<file path="config.mk">
export PLATFORM = sky130hd
export DESIGN_NAME = interrupt_request_resolver
export DESIGN_NICKNAME = d
export VERILOG_FILES = /design/src/rtl/interrupt_request_resolver_pkg.sv /design/src/rtl/interrupt_request_resolver_priority_resolver.sv /design/src/rtl/interrupt_request_resolver.sv
export SDC_FILE = /design/constraint.sdc
export NUM_CORES = 1
export LEC_CHECK = 0
export ABC_AREA = 1
export CAP_MARGIN = 40
export CORE_ASPECT_RATIO = 0.8
export CORE_MARGIN = 10
export CORE_UTILIZATION = 50
export CTS_CLUSTER_DIAMETER = 50
export DETAILED_ROUTE_END_ITERATION = 10
export PLACE_DENSITY = 0.87
export SLEW_MARGIN = 20
export SYNTH_ARGS = -nofsm -noshare
export SYNTH_HDL_FRONTEND = slang
export SYNTH_HIERARCHICAL = 1
export SYNTH_SLANG_ARGS = --single-unit
</file>
<file path="constraint.sdc">
create_clock -name clk -period 4 [get_ports clk]
set_input_delay 0.6 -clock clk [delete_from_list [all_inputs] [get_ports clk]]
set_output_delay 0.6 -clock clk [all_outputs]
set_load 0.005 [all_outputs]
</file>
<file path="src/rtl/interrupt_request_resolver_pkg.sv">
// Shared types and helpers for the interrupt request register and its priority logic.
// Priority vectors are indexed by rank, where bit 0 holds the highest-priority level.
package interrupt_request_resolver_pkg;

  localparam int unsigned IRQ_LINES = 8;

  // One-hot-or-zero level vector (also used for plain request vectors).
  typedef logic [IRQ_LINES-1:0] level_t;

  typedef enum logic {
    EDGE_MODE  = 1'b0,
    LEVEL_MODE = 1'b1
  } trigger_mode_t;

  // Reorder a level-indexed vector into a rank-indexed one.
  // Rank 0 is level (rotate+1) mod 8.
  function automatic level_t rotate_to_priority(input level_t vec, input logic [2:0] rotate);
    level_t r;
    r = '0;
    for (int unsigned p = 0; p < IRQ_LINES; p++) begin
      r[p] = vec[3'(p + 32'(rotate) + 1)];
    end
    return r;
  endfunction

  // Inverse of rotate_to_priority: map a rank-indexed vector back to levels.
  function automatic level_t priority_to_level(input level_t vec, input logic [2:0] rotate);
    level_t r;
    r = '0;
    for (int unsigned p = 0; p < IRQ_LINES; p++) begin
      r[3'(p + 32'(rotate) + 1)] = vec[p];
    end
    return r;
  endfunction

endpackage

</file>
<file path="src/rtl/interrupt_request_resolver_priority_resolver.sv">
// Combinational rotating-priority arbiter: grants the best request that outranks the in-service level.
// Shared with the in-service register block.
module priority_resolver
  import interrupt_request_resolver_pkg::*;
(
  input  logic [IRQ_LINES-1:0] request,
  input  logic [IRQ_LINES-1:0] in_service,
  input  logic [2:0]           rotate,
  output logic [IRQ_LINES-1:0] grant
);

  level_t req_rank;
  level_t isr_rank;
  level_t grant_rank;
  logic   blocked;

  always_comb begin
    req_rank   = rotate_to_priority(request, rotate);
    isr_rank   = rotate_to_priority(in_service, rotate);
    grant_rank = '0;
    blocked    = 1'b0;
    // The in-service check comes first at each rank, so a request at the same level is refused.
    for (int unsigned p = 0; p < IRQ_LINES; p++) begin
      if (!blocked) begin
        if (isr_rank[p]) begin
          blocked = 1'b1;
        end else if (req_rank[p]) begin
          grant_rank[p] = 1'b1;
          blocked       = 1'b1;
        end
      end
    end
    grant = priority_to_level(grant_rank, rotate);
  end

endmodule

</file>
<file path="src/rtl/interrupt_request_resolver.sv">
// Interrupt request register (IRR) supporting edge and level triggering.
// It also produces the combinational winning request for the control logic.
module interrupt_request_resolver
  import interrupt_request_resolver_pkg::*;
(
  input  logic                 clk,
  input  logic                 reset_n,
  input  logic [IRQ_LINES-1:0] interrupt_request_pin,
  input  logic                 level_or_edge_toriggered_config,
  input  logic                 ICW_1,
  input  logic                 freeze,
  input  logic [IRQ_LINES-1:0] clear_interrupt_request,
  input  logic [IRQ_LINES-1:0] interrupt_mask,
  input  logic [IRQ_LINES-1:0] highest_level_in_service,
  input  logic [2:0]           priority_rotate,
  output logic [IRQ_LINES-1:0] interrupt_request_register,
  output logic [IRQ_LINES-1:0] interrupt
);

  trigger_mode_t mode;
  level_t        irr;
  level_t        armed;
  level_t        irr_next;
  level_t        armed_next;
  level_t        capture;

  assign mode = trigger_mode_t'(level_or_edge_toriggered_config);

  always_comb begin
    irr_next   = irr;
    armed_next = armed;
    capture    = '0;
    for (int unsigned i = 0; i < IRQ_LINES; i++) begin
      capture[i] = (mode == EDGE_MODE) && !freeze && interrupt_request_pin[i] && armed[i];

      // A low pin always re-arms; a capture or an edge-mode clear consumes the arm.
      armed_next[i] = !interrupt_request_pin[i] ||
                      (armed[i] && !capture[i] &&
                       !(clear_interrupt_request[i] && mode == EDGE_MODE));

      if (clear_interrupt_request[i]) begin
        irr_next[i] = 1'b0;
      end else if (freeze) begin
        irr_next[i] = irr[i];
      end else if (mode == LEVEL_MODE) begin
        irr_next[i] = interrupt_request_pin[i];
      end else if (!interrupt_request_pin[i]) begin
        irr_next[i] = 1'b0;
      end else if (capture[i]) begin
        irr_next[i] = 1'b1;
      end
    end
  end

  always_ff @(posedge clk) begin
    if (!reset_n || ICW_1) begin
      irr   <= '0;
      armed <= '0;
    end else begin
      irr   <= irr_next;
      armed <= armed_next;
    end
  end

  priority_resolver u_priority_resolver (
    .request    (irr & ~interrupt_mask),
    .in_service (highest_level_in_service),
    .rotate     (priority_rotate),
    .grant      (interrupt)
  );

  assign interrupt_request_register = irr;

endmodule

</file>
[After elaboration in Yosys (flattened, before gate mapping)]
Index checks and enable logic that the tools add are counted.
Storage, ports and cells
  output and inout bits: 16
  input bits: 40
  logic and storage cells: 267
  latch bits: 0
  bits in read-only memories: 0
  memories: 0
  RAM bits: 0
  bits in registers: 16
Cells by class
  multipliers: 0
  reductions and logical operators: 100
  divide/modulo/power cells: 0
  eq/ne operators: 8
  order comparisons: 16
  shift operators: 0
  bitwise gates (word level): 5
  add/sub/neg operators: 14
  muxes and demuxes: 115
Operator list (count)
  2-to-1 mux 1 bit: 84
  bitwise mux 8 bit: 7
  logical AND 1 bit: 49
  binary-select mux 1 bit (select 3 bit): 16
  < comparator 3 x 4 -> 1 bit (second input constant): 8
  logical NOT 1 bit: 26
  adder 3 x 1 -> 3 bit (second input constant): 8
  demux 1 bit (select 3 bit): 8
  >= comparator 3 x 1 -> 1 bit (second input constant): 8
  inequality test 3 x 1 -> 1 bit (second input constant): 8
  AND 8 bit: 2
  AND reduction 2 bit: 8
  OR reduction 2 bit: 8
  adder 3 bit (first input constant): 4
  logical OR 1 bit: 9
  inverter 8 bit: 1
  adder 2 x 3 -> 3 bit (first input constant): 2
  inverter 1 bit: 2

[Logic depth before layout (Yosys ltp)]
  word-level depth: 14
  mapped depth: 20
  mapped depth without buffers: 19

[By module]
Netlist, hierarchy kept.
By module, submodules not included
  priority_resolver: times used 1, cells each 390, area each 1804.2 um^2, seq. area each 0.0 um^2
  interrupt_request_resolver: times used 1, cells each 113, area each 825.8 um^2, seq. area each 320.3 um^2

[Worst setup path before layout]
Ideal clock, no wire load.
  kind: input to output
  from: in priority_rotate[1]
  to: out interrupt[1]
  stages: 14
  data required time: 3400 ps
  data arrival time: 2921 ps
  buffers on the path: 2
  setup slack: 479 ps
  path through: buf_2 clkinv_1 ha_1 buf_1 nand3_1 nand3_1 nand2_4 nor2_8 nand3_2 nor2_4 nand2_2 nor3b_4 nand4_1 nand2_1
On the way
  longest elaborated chain between the ends: 14
  elaborated cells between the ends (all ways): 130
  those cells by class: add/sub: 14; order compare: 16; mux: 91; bitwise: 1; reduce/logical: 8
RTL lines
  start, declared: line interrupt_request_resolver.sv:15  | input logic [2:0] priority_rotate,
  adder 3 x 1 -> 3 bit (2 in a row): line interrupt_request_resolver_pkg.sv:21, interrupt_request_resolver_pkg.sv:31
  binary-select mux 1 bit (select 3 bit): line interrupt_request_resolver_pkg.sv:21  | r[p] = vec[3'(p + 32'(rotate) + 1)];
  2-to-1 mux 1 bit (implied by the code): line interrupt_request_resolver_pkg.sv:21
  2-to-1 mux 1 bit: line interrupt_request_resolver_priority_resolver.sv:27  | end else if (req_rank[p]) begin
  2-to-1 mux 1 bit: line interrupt_request_resolver_priority_resolver.sv:25  | if (isr_rank[p]) begin
  2-to-1 mux 1 bit: line interrupt_request_resolver_priority_resolver.sv:24  | if (!blocked) begin
  bitwise mux 8 bit / 2-to-1 mux 1 bit (equally long branches) (6 in a row): line interrupt_request_resolver_pkg.sv:31, interrupt_request_resolver_priority_resolver.sv:24
  bitwise mux 8 bit *: line interrupt_request_resolver_pkg.sv:31  | r[3'(p + 32'(rotate) + 1)] = vec[p];
  end, declared: line interrupt_request_resolver.sv:17  | output logic [IRQ_LINES-1:0] interrupt
Mark *: on every way between the ends. The rest lies on a longest branch, timed or not. The select of a mux whose other input is x is not followed.

[Final worst setup path]
  from: in priority_rotate[0]
  to: out interrupt[5]
The elaborated chain is that of the path after synthesis.

==> impl_metrics.toml <==
[min_path]
hold_end = "armed[0]$_SDFF_PP0_"
hp-start = "armed[0]$_SDFF_PP0_"
hold_depth = 2
hold_class = "flop to flop"

[routing]
wirelength_mm = 9.853
postRouteAntennaNets = 0
num_vias = 3819
drt-initial-drc-count = 515
via_per_inst = 5.786
drc = 0
wl_per_cell_um = 14.93
drt_pass1_iterations = 6

[global_routing]
grt_max_degree = 18
grt-ovfl-total = 0
grt_pass1_wl_mm = 16.25
grt_pass1_vias = 3531
grtUsageTotal_pct = 21.81
antenna_found_initial = 0

[cts]
htreeDepth = 1
clock_path_buffers = 2
clkSinkCount = 16
clock_latency_ns = 0.25
clk_pin_slew_ns = 0.06
ctsHoldBuffers = 0
clock-root-buffer = "clkbuf_8"
cts_made_buffers = 3
cts_tree = "yes"

[finish]
area_delta_synth_final_pct = 42.53
n_antenna_cell = 0
drive_above_1_share_pct = 16.89
nets = 646
fill_cells = 438

[synthesis]
seq_area_frac_synth_pct = 12.18
yosysTopAreaCellShare_pct = 21.41
synthFlopType = "dfxtp_1"
yosys-top-cells-area = "nand2_1 21%, nand3_1 15%, nor2_1 13%"
synth.avg_cell_area_sq_um = 5.229
synth_most_common_cell = "nand2_1"
synthArstFlopShare_pct = 0
synth_largest_area_cell = "nand2_1"
synth_fp_nets = 550
synth-edff-count = 0
ys_ff_latch = 16
ys_types = 29
syn_area_sq_mm = 0.002630
ys_warn_count = 6
netlist_top_cells_count = "150 x nand2_1, 90 x nor2_1, 77 x nand3_1"
syn_inst = 503

[critical_path]
crit_chain = "dlygate4sd2_1 -> buf_6 -> ha_1 -> inv_2 -> nand2_2 -> nand2_4 -> inv_2 -> nand3_1 -> nand2_2 -> nor2_8 -> nand3_2 -> nor2_4 -> nand2_4 -> nor2_4 -> nand3_4 -> a21oi_2 -> nand2_1 -> nand2_1 -> clkdlybuf4s50_1"
rrSetupSlack_ns = 3.22
critPathTopFamily = "simple AND/OR/NAND/NOR gates"
worst_setup_path_start_kind = "primary input"
worstPathArrival_ns = 3.30
slowest_delay_ns = 0.50
worstSetupPathType = "primary input to output pin"
cp_num_buf_inv = 5
slowest_stage = "clkdlybuf4s50_1"
reg2reg_to = "interrupt_request_register[5]$_SDFFE_PP0P_"
rr_worst_depth = 4
crit_fanout = 8
worst_setup_path_end_kind = "output pin"
crit_required_ns = 3.40
reg2reg_from = "armed[5]$_SDFF_PP0_"

[job]
cap_violations = 0

[timing]
worst-slew-pin-transition_ns = 0.6058
fin_crit_sh_pct = 97.59
rsz0062_at_grt = "true"
max_slew_margin_pct = 59.49
finClkSkew_ns = 0.002823
fmax_mhz = 256.2
min_period_ns = 3.904
fin_ws_ns = 0.09647
setup_viol = 0
maxSlewViolCount = 0
timing.final.hold_violations = 0

[placed_design]
io_buffers = 55
pre_cts_ws_ns = -0.2137
post-dp-hpwl_mm = 7.722
gp_congestion = 0.9740

[floorplanning]
rows = 23
core_sq_mm = 0.005065
start_util_pct = 51.93
die_w_um = 101.1
die_area_sq_mm = 0.008579
die_h_um = 84.87
ioPinCount = 56

[pwr]
ir_worst_vdd_mv = 0.2066
power.density_mw_per_mm2 = 205.3
power_mw = 0.7696
leakagePower_nw = 1.829

[status]
status = "completed"
==> power breakdown <==
| group | switching, mW | internal [mW] |
|---|---|---|
| clock network | 0.0578 | 0.0874 |
| registers | 0.00399 | 0.165 |
| logic | 0.262 | 0.194 |
| total | 0.324 | 0.445 |
==> worst max path at each step <==
stage / cells after the start / end / startpoint / slack, ns
final: 19 / interrupt[5] / priority_rotate[0] / 0.1
after global routing: 17 / interrupt[6] / priority_rotate[1] / -0.06
after CTS: 17 / interrupt[5] / priority_rotate[2] / 0.005
after detailed placement: 19 / interrupt[5] / priority_rotate[1] / -0.21
after global placement: 17 / interrupt[7] / priority_rotate[1] / -0.12
after floorplan: 14 / interrupt[1] / priority_rotate[1] / 0.48
==> cell families (layout without fill, tap and decap cells) <==
family	Yosys count	in the layout	share of synthesized area, %
DFF	16	16	12.18
AOI/OAI and AO/OA	48	48	9.990
buffers and inverters	73	168	11.85
and+or+nand+nor	359	359	62.65
adders and majority gates	7	7	3.330
==> flip-flops by register name (all words and copies together), names as in the netlist <==
signal	flops
interrupt_request_register	8
armed	8
==> repair_timing <==
item,CTS,global route
pin swaps,5,7
hold endpoints to repair,0,0
resized for setup,17,24
buffers inserted,3,7
endpoints found under the setup margin,8,8
==> per-stage QoR <==
| step | cell area, sq um | setup TNS, ns | utilization, % | hold WS, ns | cells |
|---|---|---|---|---|---|
| after detailed placement | 3471 | -1.504 | 68.53 | 0.4676 | 646 |
| after floorplan | 2630 | 0 | - | 0.4534 | 503 |
| after global routing | 3749 | -0.2811 | 74.01 | 0.4963 | 660 |
| after global placement | 3471 | -0.7958 | 68.53 | 0.4595 | 646 |
| final | 3749 | 0 | 74.01 | 0.4782 | 660 |
| after CTS | 3617 | 0 | 71.42 | 0.4786 | 653 |
==> tightest hold or removal path, stage by stage (launching register included) <==
cell	delay [ns]
dfxtp_1	0.32
nand3_2	0.07
a21oi_1	0.05
==> routing by layer <==
metal  part of all wire (%)  wire length, um  track usage [%]  vias up
li1                       -                -                -     1833
met1                     42             4095            28.26     1718
met2                     46             4562            36.64      241
met3                     10             1027            3.890       27
met4                    1.7              167            4.425        0
met5                      0                0                0        -
==> cell usage in the layout (no fill, tap or decap), drive strengths merged, types with 8 or more instances in the layout <==
cell,synthesis,final
nand2,157,157
nor2,94,94
nand3,87,87
inv,62,62
clkdlybuf4s50,0,50
buf,10,46
a21oi,26,26
nand4,19,19
dfxtp,16,16
o21ai,12,12
o211ai,8,8
==> cell type report <==
class	count	area [sq um]	area share, %
Timing Repair Buffer	101	939.7	25.07
Multi-Input combinational cell	414	2111	56.31
Sequential cell	16	320.3	8.545
Clock buffer	4	55.05	1.469
Inverter	63	245.2	6.542
Tap cell	62	77.57	2.069
Note: power is estimated with default switching activity, not from simulation.
